**config.mk**
```make
export PLATFORM = sky130hd
export DESIGN_NAME = baudrate_generator_frac_flat
export DESIGN_NICKNAME = d
export VERILOG_FILES = /design/src/rtl/baudrate_generator_frac_if.sv /design/src/rtl/baudrate_generator_frac.sv /design/src/flat_wrapper.sv
export SDC_FILE = /design/constraint.sdc
export NUM_CORES = 1
export LEC_CHECK = 0
export ABC_AREA = 1
export CAP_MARGIN = 5
export CORE_AREA = 2 2 90 92
export DETAILED_ROUTE_END_ITERATION = 10
export DIE_AREA = 0 0 92 94
export GPL_TIMING_DRIVEN = 0
export SLEW_MARGIN = 20
export SYNTH_ARGS = -nofsm -noshare
export SYNTH_HDL_FRONTEND = slang
export SYNTH_SLANG_ARGS = --single-unit
```
**constraint.sdc**
```tcl
create_clock -name clk -period 3.63 [get_ports clk]
set_input_delay 0.5445 -clock clk [delete_from_list [all_inputs] [get_ports clk]]
set_output_delay 0.5445 -clock clk [all_outputs]
set_load 0.01 [all_outputs]
```
**src/rtl/baudrate_generator_frac_if.sv**
```systemverilog
// Configuration and tick bundle between the UART config registers, the baud
// generator and the TX/RX shift engines.
//   transaction_en  : high for the whole duration of a transaction
//   mode_rx         : 0 = TX alignment, 1 = RX mid-bit alignment
//   div_int         : cycles per sample tick, integer part
//   div_frac        : cycles per sample tick, fraction (div_frac / 2^FRAC_W)
//   sample_tick     : one-cycle pulse per oversample period
//   baudrate_clk_en : one-cycle pulse per bit
//   cfg_err         : divisor too small while a transaction is requested
interface baudrate_generator_frac_if #(
   parameter int unsigned DIV_INT_W = 16,
   parameter int unsigned FRAC_W    = 4
);
   logic                 transaction_en;
   logic                 mode_rx;
   logic [DIV_INT_W-1:0] div_int;
   logic [FRAC_W-1:0]    div_frac;
   logic                 sample_tick;
   logic                 baudrate_clk_en;
   logic                 cfg_err;

   modport master (
      output transaction_en, mode_rx, div_int, div_frac,
      input  sample_tick, baudrate_clk_en, cfg_err
   );

   modport slave (
      input  transaction_en, mode_rx, div_int, div_frac,
      output sample_tick, baudrate_clk_en, cfg_err
   );
endinterface

```
**src/rtl/baudrate_generator_frac.sv**
```systemverilog
// UART baud tick generator with run-time integer + fractional divisor.
// Produces an oversampling tick and a bit tick, with TX (tick on start) or
// RX (first bit tick at mid-bit) alignment.
//   clk : clock
//   rst : synchronous active-high reset
//   bus : slave side of baudrate_generator_frac_if (config in, ticks out)
module baudrate_generator_frac #(
   parameter int unsigned DIV_INT_W = 16,
   parameter int unsigned FRAC_W    = 4,
   parameter int unsigned OVS       = 16,
   parameter int unsigned OVS_W     = $clog2(OVS)
) (
   input  logic                      clk,
   input  logic                      rst,
   baudrate_generator_frac_if.slave  bus
);
   // One extra bit so div_int at full scale plus a fractional carry fits
   localparam int unsigned CNT_W = DIV_INT_W + 1;

   typedef enum logic {IDLE, RUN} state_t;

   state_t               state, state_n;
   logic [CNT_W-1:0]     cnt, cnt_n;
   logic [FRAC_W-1:0]    acc, acc_n;
   logic [OVS_W-1:0]     os_cnt, os_n;
   logic [DIV_INT_W-1:0] sh_div, sh_div_n;
   logic [FRAC_W-1:0]    sh_frac, sh_frac_n;
   logic                 tick_q, tick_n;
   logic                 bclk_q, bclk_n;
   logic                 err_q, err_n;

   logic [DIV_INT_W-1:0] div_sel_c;
   logic [FRAC_W-1:0]    frac_sel_c;
   logic [FRAC_W:0]      sum_c;
   logic [CNT_W-1:0]     period_m1_c;
   logic [OVS_W-1:0]     os_inc_c;
   logic                 div_ok_c;

   // In IDLE the divisor is taken live (it is what the shadow latches this
   // edge); in RUN the frozen shadow copy is used.  mode_rx only matters at
   // the start edge, so it needs no shadow of its own.
   always_comb begin
      div_sel_c   = (state == IDLE) ? bus.div_int  : sh_div;
      frac_sel_c  = (state == IDLE) ? bus.div_frac : sh_frac;
      sum_c       = {1'b0, acc} + {1'b0, frac_sel_c};
      period_m1_c = CNT_W'(div_sel_c) + CNT_W'(sum_c[FRAC_W]) - CNT_W'(1);
      os_inc_c    = os_cnt + OVS_W'(1);
      div_ok_c    = (div_sel_c >= DIV_INT_W'(2));
   end

   // Next-state and registered-output logic
   always_comb begin
      state_n   = state;
      cnt_n     = cnt;
      acc_n     = acc;
      os_n      = os_cnt;
      sh_div_n  = sh_div;
      sh_frac_n = sh_frac;
      tick_n    = 1'b0;
      bclk_n    = 1'b0;
      err_n     = 1'b0;

      case (state)
         IDLE: begin
            sh_div_n  = bus.div_int;
            sh_frac_n = bus.div_frac;
            cnt_n     = '0;
            acc_n     = '0;
            os_n      = '0;
            if (bus.transaction_en) begin
               if (!div_ok_c) begin
                  err_n = 1'b1;
               end else begin
                  state_n = RUN;
                  if (bus.mode_rx) begin
                     // First period starts now; offset os_cnt by half a bit
                     cnt_n = period_m1_c;
                     acc_n = sum_c[FRAC_W-1:0];
                     os_n  = OVS_W'(OVS / 2);
                  end else begin
                     // Counter at 0 next cycle acts as sample tick 0
                     tick_n = 1'b1;
                     bclk_n = 1'b1;
                  end
               end
            end
         end

         RUN: begin
            if (!bus.transaction_en) begin
               state_n = IDLE;
               cnt_n   = '0;
               acc_n   = '0;
               os_n    = '0;
            end else if (cnt == '0) begin
               // Previous period ended; start the next one with its carry
               cnt_n = period_m1_c;
               acc_n = sum_c[FRAC_W-1:0];
            end else begin
               cnt_n = cnt - CNT_W'(1);
               if (cnt == CNT_W'(1)) begin
                  tick_n = 1'b1;
                  os_n   = os_inc_c;
                  bclk_n = (os_inc_c == '0);
               end
            end
         end

         default: state_n = IDLE;
      endcase
   end

   // State and output registers
   always_ff @(posedge clk) begin
      if (rst) begin
         state   <= IDLE;
         cnt     <= '0;
         acc     <= '0;
         os_cnt  <= '0;
         sh_div  <= '0;
         sh_frac <= '0;
         tick_q  <= 1'b0;
         bclk_q  <= 1'b0;
         err_q   <= 1'b0;
      end else begin
         state   <= state_n;
         cnt     <= cnt_n;
         acc     <= acc_n;
         os_cnt  <= os_n;
         sh_div  <= sh_div_n;
         sh_frac <= sh_frac_n;
         tick_q  <= tick_n;
         bclk_q  <= bclk_n;
         err_q   <= err_n;
      end
   end

   assign bus.sample_tick     = tick_q;
   assign bus.baudrate_clk_en = bclk_q;
   assign bus.cfg_err         = err_q;
endmodule

```
**src/flat_wrapper.sv**
```systemverilog
// flat-port wrapper written by rule: the top's interface ports become plain ports
module baudrate_generator_frac_flat 
#(
   parameter int unsigned DIV_INT_W = 16,
   parameter int unsigned FRAC_W    = 4,
   parameter int unsigned OVS       = 16,
   parameter int unsigned OVS_W     = $clog2(OVS)
)
  (clk, rst, bus_transaction_en, bus_mode_rx, bus_div_int, bus_div_frac, bus_sample_tick, bus_baudrate_clk_en, bus_cfg_err);
  baudrate_generator_frac_if #(.DIV_INT_W(DIV_INT_W), .FRAC_W(FRAC_W)) bus_i ();
  input  logic clk;
  input  logic rst;
  input wire logic [$bits(bus_i.transaction_en)-1:0] bus_transaction_en;
  input wire logic [$bits(bus_i.mode_rx)-1:0] bus_mode_rx;
  input wire logic [$bits(bus_i.div_int)-1:0] bus_div_int;
  input wire logic [$bits(bus_i.div_frac)-1:0] bus_div_frac;
  output wire logic [$bits(bus_i.sample_tick)-1:0] bus_sample_tick;
  output wire logic [$bits(bus_i.baudrate_clk_en)-1:0] bus_baudrate_clk_en;
  output wire logic [$bits(bus_i.cfg_err)-1:0] bus_cfg_err;
  assign bus_i.transaction_en = bus_transaction_en;
  assign bus_i.mode_rx = bus_mode_rx;
  assign bus_i.div_int = bus_div_int;
  assign bus_i.div_frac = bus_div_frac;
  assign bus_sample_tick = bus_i.sample_tick;
  assign bus_baudrate_clk_en = bus_i.baudrate_clk_en;
  assign bus_cfg_err = bus_i.cfg_err;
  baudrate_generator_frac #(.DIV_INT_W(DIV_INT_W), .FRAC_W(FRAC_W), .OVS(OVS), .OVS_W(OVS_W)) u_core (.clk(clk), .rst(rst), .bus(bus_i));
endmodule
```
; ---- Word level (Yosys, flattened, before mapping)
; Index checks and enable logic that the tools add are counted.
[totals]
word_cells = 62
register_bits = 49
inputBits = 24
out_inout_bits = 3
[op_classes]
eq_ne = 4
addsub = 5
reduce_logical = 4
muxes = 37
n_lt_le_gt_ge = 1
n_bitwise = 2
[op_table]
columns = cell, n
row1 = $mux 17, 5
row2 = $mux 4, 12
row3 = $pmux 17 s2, 1
row4 = $sub 17x1->17 const B, 2
row5 = $add 16x1->17, 1
row6 = $eq 17x1->1 const B, 1
row7 = $logic_not 17->1, 1
row8 = $ge 16x2->1 const B, 1
row9 = $mux 16, 1
row10 = $pmux 4 s2, 2
row11 = $mux 1, 13
row12 = $ne 3x3->1 const B, 3
row13 = $pmux 1 s2, 3
row14 = $add 4x4->5, 1
row15 = $add 4x1->4 const B, 1
row16 = $logic_not 4->1, 1
row17 = $reduce_or 3->1, 1
row18 = $not 1->1, 2
row19 = $reduce_and 2->1, 1

; ---- Longest topological paths before layout
; Gate-level depths: netlist of run 1.
[logic_depth]
depth_word = 8
ltp_mapped = 19
depth_no_buf = 18

; ---- Least setup slack after synthesis of run 1
; No wires, ideal clock.
[synth_path]
path_kind = reg2reg
start = register u_core.state
end = register u_core.cnt[13]
stages_incl_launch_ff = 20
path_buffers = 2
t_required_ps = 3515
arrival_time_ps = 2595
setup_slack_ps = 920
path_cell_list = dfxtp_1 > buf_4 > clkbuf_1 > nand2_1 > nand2_1 > ha_1 > fa_1 > nand2_1 > nand2_1 > a21oi_1 > ha_1 > nand3_2 > nor2_2 > nand2_1 > inv_1 > nand2_1 > nand2_1 > nand2_1 > a21oi_1 > nor2_1
[synth_via]
elab_chain_cells = 8
word_cells_on_any_way = 13
[synth_lines]
columns = element, line_no
row1 = "start, declared", baudrate_generator_frac.sv:22  ; state_t state, state_n;
row2 = "start signal, assigned", baudrate_generator_frac.sv:126  ; state <= state_n;
row3 = $mux 4 *, baudrate_generator_frac.sv:44  ; frac_sel_c = (state == IDLE) ? bus.div_frac : sh_frac;
row4 = named net u_core.frac_sel_c[0], baudrate_generator_frac.sv:33  ; logic [FRAC_W-1:0] frac_sel_c;
row5 = $add 4x4->5 *, baudrate_generator_frac.sv:45  ; sum_c = {1'b0, acc} + {1'b0, frac_sel_c};
row6 = $add 16x1->17 *, baudrate_generator_frac.sv:46  ; period_m1_c = CNT_W'(div_sel_c) + CNT_W'(sum_c[FRAC_W]) - CNT_W'(1);
row7 = $sub 17x1->17 *, baudrate_generator_frac.sv:46
row8 = $mux 17, baudrate_generator_frac.sv:75  ; if (bus.mode_rx) begin
row9 = $mux 17, baudrate_generator_frac.sv:71  ; if (!div_ok_c) begin
row10 = $mux 17, baudrate_generator_frac.sv:70  ; if (bus.transaction_en) begin
row11 = $pmux 17 s2 *, baudrate_generator_frac.sv:63  ; case (state)
row12 = "end signal, assigned", baudrate_generator_frac.sv:127  ; cnt <= cnt_n;
row13 = "end, declared", baudrate_generator_frac.sv:23  ; logic [CNT_W-1:0] cnt, cnt_n;
; Mark *: on every way through the listed nets, which the timed path passes. The rest lies on a longest branch.
; A chain may end at the register's enable or synchronous reset.

; ---- Worst setup path in the final report of run 1
; Ends and elaborated chain as after synthesis.

==> summary.txt, run 1 <==
Route
  – ANT nets after route: 0
  – DRC Markers: 0
  – Routed vias/inst: between 4 and 5
  – WL met2: 3358 um
  – Via Count: around 2.8k
  – Final wirelength: ~7000 um
  – DRT met1 WL: approximately 3400 um
  – Met3 wire length: 180 um
  – Drt first pass iters: 4
  – WL per Instance: 11.76 um
  – DRT iter0 DRCs: around 140
  – Max layer used: met4

Synthesis
  – Largest area contributor in the netlist: dfxtp_1
  – Post-synth EDFFs: 0
  – Synthesized instance count: 460
  – Flops & latches, synth: 49
  – Top FF cell, synth: dfxtp_1
  – Top cell type's share of synthesized area: between 30% and 40%
  – Synth area leaders: dfxtp_1 33%, nand2_1 20%, nor2_1 8.1%, inv_1 5.3%, a21oi_1 4.7%
  – Avg Cell Area, Syn: approximately 6.5 sq um
  – Async set-reset flop share out of synthesis: 0%
  – Yosys warns: 0
  – Sequential share of the synthesized area: 32.93%
  – Unique masters post-synth: 35
  – Synthesized cell area: approximately 3000 sq um
  – Syn_nets: 495

Global route
  – GRT Util Overall: 17.71%
  – Number of antenna violations at the first check in global routing: 0
  – Number of global-route vias before repair: 2690
  – Largest net degree at the start of global routing: 15
  – Grt ovf: 0
  – First-pass GRT wire length: 12280 um

Clock tree
  – Post-CTS Resized: 0
  – Max H-tree Level: 2
  – Root Driver: clkbuf_8
  – Post-CTS setup buffer count: 0
  – Clock sinks: 49
  – Clock-pin transition on the worst setup and hold timing paths: approximately 0.10 ns
  – CTS max path bufs: 2
  – CTS tree: yes
  – Insertion delay to the later sink of the worst-skew pair: between 0.3 and 0.4 ns
  – Inserted Clock Buffers: 5
  – Hold_buf cts: 0

Place
  – Hpwl dp: 5405 um
  – Final Wtd Congestion: 0.8324
  – # port buffers: 26

Power and ir drop
  – P_int: 0.9474 mW
  – Sw Ratio: 32.51%
  – Peak supply drop: 0.0002180 V
  – Leakage: about 1.7 nW
  – PD cells: 403.0 nW/um^2
  – Share of total power in combinational logic: 28.2%
  – Flop pwr share: 42.1%
  – Clock group share of total power: about 30%
  – NetSw: around 0.46 mW

Min path
  – Hold-critical path endpoint: u_core.sh_frac[2]$_SDFF_PP0_
  – Min-delay src: u_core.sh_frac[2]$_SDFF_PP0_
  – Worst hold stages: 2
  – Worst Hold Class: flip-flop to flip-flop

Setup path
  – Worst path cell trace: buf_4, clkbuf_1, nand2_1, nand2_1, ha_1, fa_1, nand2_1, nand2_1, a21oi_1, ha_1, nand3_2, nor2_2, nand2_1, inv_1, nand2_1, nand2_1, nand2_1, a21oi_1, nor2_1
  – Critical path buffers and inverters: 3
  – CP most frequent cell: nand2_1
  – R2R Path Start: u_core.state$_SDFF_PP0_
  – Slowest cell on the critical path: dfxtp_1
  – CP max FO: 10
  – Crit Path Category: flip-flop to flip-flop
  – CP Capture Type: flip-flop
  – WP data required: 3.84 ns
  – CP peak stage delay: 0.38 ns
  – WP data arrival: 3.48 ns
  – Critical R2R Capture: u_core.cnt[13]$_SDFF_PP0_
  – Reg2Reg Depth: 19
  – Reg-to-reg setup timing slack: 0.36 ns
  – CP delay by family, top: simple AND/OR/NAND/NOR gates
  – CP Launch Type: flip-flop

STA
  – Final count of negative-setup-slack endpoints: 0
  – Layout Skew: just over 0.01 ns
  – Period utilisation layout: 90.09%
  – Final Max Slew Viols: 0
  – Final min period: approximately 3.3 ns
  – Tightest Pin Transition: around 0.56 ns
  – Setup_tns: 0 ns
  – Hold Vio Cnt, Final: 0
  – Unrepaired setup endpoints after global routing: no
  – Fmax: approximately 310 MHz
  – Hold WS: 0.4742 ns
  – Max-slew headroom: a little over three fifths

Layout
  – Sequential standard cell area: roughly 1000 sq um
  – Multi-input logic area: roughly 1800 sq um
  – Layout area overhead: 16.93%
  – Fill cell count: 841
  – # diodes: 0
  – Layout cells sized above 1: 8.907%
  – Net count, final: 528

Run
  – Max Cap Violations: 0

Floorplan
  – CORE AREA: 7607 sq um
  – DIE AREA: roughly 8600 sq um
  – Floorplan row count: 32
  – Die H: roughly 94 um
  – Die width: 92 um
  – Starting Density: 39.16%
  – Ports: 27

Run status
  – Status: completed
## cells in the mapped netlist, types with 3 or more instances
cell and n:
nand2_2 9, nand4_1 6, nor2_1 64, clkbuf_1 4
o21ai_0 14, nand2_1 156, inv_2 6, xnor2_1 7
a21oi_1 28, nor3_1 5, ha_1 10, dfxtp_1 49
inv_1 42, nor2_2 6, xor2_1 10, or2_2 3
nand3_1 15
## power by group through the flow
stage,sequential (mW),clock [mW],combinational [mW]
final,0.591,0.416,0.396
after floorplan,0.599,0,0.301
after detailed placement,0.604,0,0.397
after CTS,0.591,0.428,0.399
after global routing,0.596,0.445,0.457
after global placement,0.603,0,0.392
## cells in the final DEF (no fill, tap or decap), types with 9 or more instances in the layout
cell type and n:
nand2_1 156, inv_1 42, a21oi_1 28, o21ai_0 14, nor2_1 64, nand2_2 9, dfxtp_1 49, xor2_1 10
nand3_1 15, clkdlybuf4s50_1 26, ha_1 10
## stage by stage
step	setup slack (ns)	util (%)	cells	area, sq um	total power, mW
floorplan	0.9202	-	460	2979	0.8998
detailed placement	0.3292	44.26	588	3367	1.001
CTS	0.3244	45.79	596	3483	1.418
global route	0.02340	45.79	596	3483	1.497
finish	0.3596	45.79	596	3483	1.404
global placement	0.3324	44.26	588	3367	0.9956
## flip-flops by register name, indices dropped and copies added (netlist names)
signal                      flops
u_core.acc                      4
u_core.bus.baudrate_clk_en      1
u_core.bus.cfg_err              1
u_core.bus.sample_tick          1
u_core.cnt                     17
u_core.os_cnt                   4
u_core.sh_div                  16
u_core.sh_frac                  4
u_core.state                    1
## tightest hold or removal path, cell delays in order, from the launching register on
cell and delay, ns:
dfxtp_1 0.30, nand2_1 0.07, a21oi_1 0.06
## logic make-up after synthesis
family	synth area share, %
fa+ha+maj	4.872
xor+xnor	4.998
simple gates	40.15
mux	0.3360
flops	32.93
buf+inv	8.105
compound gates	8.610
## area by class of cell
class | count | share of cell area, %
flip-flops and latches | 49 | 28.16
inverters | 48 | 5.172
multi-input cells | 353 | 50.43
plain buffers | 10 | 1.760
clock buffers | 7 | 2.478
well taps | 102 | 3.664
repair buffers | 26 | 7.471
clock inverters | 1 | 0.8621
## worst max path at each step
stage	startpoint	to	cells after the start	slack, ns
after CTS	u_core.state$_SDFF_PP0_	u_core.cnt[13]$_SDFF_PP0_	19	0.32
after global routing	u_core.state$_SDFF_PP0_	u_core.cnt[9]$_SDFF_PP0_	17	0.02
after global placement	bus_div_frac[0]	u_core.cnt[13]$_SDFF_PP0_	18	0.33
final	u_core.state$_SDFF_PP0_	u_core.cnt[13]$_SDFF_PP0_	19	0.36
after floorplan	u_core.state$_SDFF_PP0_	u_core.cnt[13]$_SDFF_PP0_	19	0.92
after detailed placement	bus_div_frac[0]	u_core.cnt[13]$_SDFF_PP0_	18	0.33
## layer usage
layer | global-route usage, % | vias to the layer above
met2 | 30.45 | 34
met4 | 4.478 | 0
met1 | 23.63 | 1279
met5 | 0 | -
li1 | - | 1499
met3 | 2.167 | 6
Note: power is estimated with default switching activity, not from simulation.
==> run 2: changes to the inputs <==
- CAP_MARGIN: 5 -> 20
==> results of run 2 <==
Same layout as run 1: the final DEF is identical, and so are final timing and power.
==> run 3: changes to the inputs <==
- ABC_AREA: 1 -> unset
- CELL_PAD_IN_SITES_DETAIL_PLACEMENT: unset -> 1
- CELL_PAD_IN_SITES_GLOBAL_PLACEMENT: unset -> 1
- CORE_AREA: 2 2 90 92 -> 2 2 88 90
- DIE_AREA: 0 0 92 94 -> 0 0 90 92
- PLACE_DENSITY_LB_ADDON: unset -> 0.15
==> summary.txt, run 3 <==
Run status
  – Status: completed

Synthesis
  – Syn_nets: 351 (-29%)
  – Async set-reset flop share out of synthesis: 0% (unchanged)
  – Synthesized instance count: 316 (-31%)
  – Post-synth EDFFs: 0 (unchanged)
  – Flops & latches, synth: 49 (unchanged)
  – Sequential share of the synthesized area: 34.66% (+1.7 points)
  – Top FF cell, synth: dfxtp_1
  – Unique masters post-synth: 58 (+66%)
  – Top cell type's share of synthesized area: 34.66% (+1.7 points)
  – Most frequent cell after synthesis: dfxtp_1
  – Yosys warns: 0 (unchanged)
  – Largest area contributor in the netlist: dfxtp_1
  – Commonest cells in the netlist: 49 x dfxtp_1, 34 x nor2_1, 21 x mux2i_1
  – Avg Cell Area, Syn: 8.956 sq um (+38%)
  – Synthesized cell area: 2830 sq um (-5.0%)
  – Synth area leaders: dfxtp_1 35%, mux2i_1 7.4%, xnor2_1 5.9%, nor2_1 4.5%, ha_1 4.4%

Setup path
  – Crit Path Category: flip-flop to flip-flop
  – R2R Path Start: u_core.state$_SDFF_PP0_
  – Worst path cell trace: buf_12, buf_6, mux2_2, ha_1, fa_1, a21o_1, a21oi_2, ha_2, o211ai_1, nor4b_2, xor2_1, o22ai_1
  – WP data arrival: 3.59 ns (+0.11 ns)
  – WP data required: 3.82 ns (-0.02 ns)
  – CP peak stage delay: 0.40 ns (+0.02 ns)
  – Worst Setup SP: u_core.state$_SDFF_PP0_
  – CP Launch Type: flip-flop
  – CP max FO: 19 (+9)
  – CP Capture Type: flip-flop
  – Slowest cell on the critical path: dfxtp_4
  – Reg2Reg Depth: 12 (-7)

STA
  – Final min period: 3.398 ns (+0.1276 ns)
  – Max-slew headroom: 23.39% (-39 points)
  – Final Max Slew Viols: 0 (unchanged)
  – Hold Vio Cnt, Final: 0 (unchanged)
  – Final worst slack: 0.2320 ns (-0.1276 ns)
  – Period utilisation layout: 93.61% (+3.5 points)
  – Unrepaired setup endpoints after global routing: no
  – Fmax: 294.3 MHz (-3.8%)
  – Layout Skew: 0.01353 ns (+0.003448 ns)
  – Final count of negative-setup-slack endpoints: 0 (unchanged)
  – Tightest Pin Transition: 1.149 ns (+0.5874 ns)
  – Setup_tns: 0 ns (unchanged)

Layout
  – Top flop regs: u_core.cnt (17), u_core.sh_div (16)
  – Layout cells sized above 1: 9.742% (+0.84 points)
  – Max reg flops: 17 (unchanged)
  – Most frequent cells in the layout: 48 x dfxtp_1, 34 x nor2_1, 26 x clkdlybuf4s50_1
  – Most common cell after layout, fill and taps aside: dfxtp_1
  – Net count, final: 383 (-27%)
  – Layout area overhead: 18.48%
  – Top reg by flops: u_core.cnt
  – # diodes: 0 (unchanged)

Floorplan
  – Die width: 90 um (-2.2%)
  – DIE AREA: 8280 sq um (-4.3%)
  – Ports: 27 (unchanged)
  – Floorplan row count: 32 (unchanged)
  – CORE AREA: 7447 sq um (-2.1%)
  – Starting Density: 38.00% (-1.2 points)
  – Die H: 92 um (-2.1%)

Route
  – Routed vias/inst: 5.435 (+15%)
  – DRT iter0 DRCs: 88 (-38%)
  – Final wirelength: 7678 um (+9.6%)
  – ANT nets after route: 0 (unchanged)
  – Via Count: 2451 (-13%)
  – WL per Instance: 17.02 um (+45%)
  – DRC Markers: 0 (unchanged)
  – Drt first pass iters: 4 (unchanged)

Power and ir drop
  – PD cells: 399.2 nW/um^2 (-0.95%)
  – Peak supply drop: 0.0001668 V (-23%)
  – Leakage: 1.293 nW (-23%)

Run
  – Max Cap Violations: 0 (unchanged)

Clock tree
  – Inserted Clock Buffers: 5 (unchanged)
  – CTS tree: yes
  – CTS max path bufs: 2 (unchanged)
  – Clock sinks: 49 (unchanged)
  – Clock-pin transition on the worst setup and hold timing paths: 0.10 ns (about the same)
  – Insertion delay to the later sink of the worst-skew pair: 0.31 ns (about the same)
  – Root Driver: clkbuf_8
  – Max H-tree Level: 2 (unchanged)

Min path
  – Worst Hold Class: flip-flop to flip-flop
  – Worst hold stages: 2 (unchanged)
  – Min-delay src: u_core.cnt[16]$_SDFF_PP0_

Global route
  – GRT met1 Usage: 26.65% (+3.0 points)
  – GRT Util Overall: 19.80% (+2.1 points)
  – Number of global-route vias before repair: 2603 (-3.2%)
  – Grt ovf: 0 (unchanged)
  – Grt met2 use: 32.89% (+2.4 points)
  – GR peak layer: met2
  – First-pass GRT wire length: 13140 um (+7.0%)
  – Met3 Resource Use GR: 3.122% (+0.96 points)
  – Number of antenna violations at the first check in global routing: 0 (unchanged)
  – Largest net degree at the start of global routing: 20 (+5)

Place
  – Hpwl dp: 6236 um (+15%)
  – Final Wtd Congestion: 0.7805 (-6.2%)
  – Post-place setup slack: -0.7016 ns (-1.031 ns)
  – # port buffers: 26 (unchanged)
==> run 3: critical path: cells and delay by family, from the launching register on <==
| kind | cells | cell delay, ns |
|---|---|---|
| adder cells (fa/ha/maj) | 3 | 0.87 |
| AO/OA/AOI/OAI | 4 | 0.61 |
| flip-flops | 1 | 0.40 |
| buffers and inverters | 2 | 0.39 |
| multiplexers | 1 | 0.37 |
| AND/OR/NAND/NOR | 1 | 0.37 |
| XOR/XNOR | 1 | 0.26 |
==> run 3: per-stage QoR <==
| stage | area (sq um) | hold slack [ns] | util [%] | power [mW] | instances |
|---|---|---|---|---|---|
| 6_report | 3353 | 0.4757 | 45.03 | 1.339 | 451 |
| 5_1_grt | 3353 | 0.4998 | 45.03 | 1.429 | 451 |
| 4_1_cts | 3341 | 0.4839 | 44.86 | 1.356 | 451 |
| 3_5_place_dp | 3221 | 0.4699 | 43.25 | 0.9999 | 444 |
| 3_3_place_gp | 3221 | 0.4609 | 43.25 | 0.9919 | 444 |
| 2_1_floorplan | 2833 | 0.4411 | - | 0.8802 | 316 |
==> run 3: area by class of cell <==
class / count / area, sq um
well taps: 102 / 127.6
inverters: 7 / 26.28
multi-input cells: 250 / 1792
clock inverters: 2 / 13.76
flip-flops and latches: 49 / 984.7
plain buffers: 8 / 58.81
repair buffers: 27 / 267.8
clock buffers: 6 / 82.58
fillers: 889 / 4094
==> run 3: what timing repair did <==
item,in CTS,in global routing
pin swaps,0,3
hold buffers,0,0
setup endpoints to repair,16,11
endpoints found under the hold margin,0,0
resized for setup,9,4
buffers inserted,0,1
==> run 3: cell families (layout without fill, tap and decap cells) <==
family / after synthesis / in the layout / synth area share (%)
buffers and inverters: 17 / 50 / 2.741
DFF: 49 / 49 / 34.66
AOI/OAI and AO/OA: 57 / 57 / 14.46
xor gates and xnor gates: 32 / 32 / 9.903
and+or+nand+nor: 124 / 124 / 23.70
adders and majority gates: 11 / 11 / 5.128
muxes: 26 / 26 / 9.416
==> run 3: power breakdown <==
group	leakage [nW]	internal [mW]	switching [mW]
clock network	0.0512	0.155	0.190
registers	0.403	0.570	0.0295
logic	0.839	0.176	0.219
total	1.29	0.900	0.438
==> run 3: metal layers <==
layer / vias up / wire (um)
met5: - / 0
met1: 1185 / 3782
met3: 7 / 174
met4: 0 / 85
li1: 1229 / -
met2: 30 / 3634
==> run 3: worst paths after layout <==
| path | endpoint | slack, ns |
|---|---|---|
| setup / recovery | u_core.cnt[15]$_SDFF_PP0_ | 0.23 |
| setup reg to reg | u_core.cnt[15]$_SDFF_PP0_ | 0.23 |
| hold / removal | u_core.cnt[16]$_SDFF_PP0_ | 0.48 |
| hold reg to reg | u_core.cnt[16]$_SDFF_PP0_ | 0.48 |
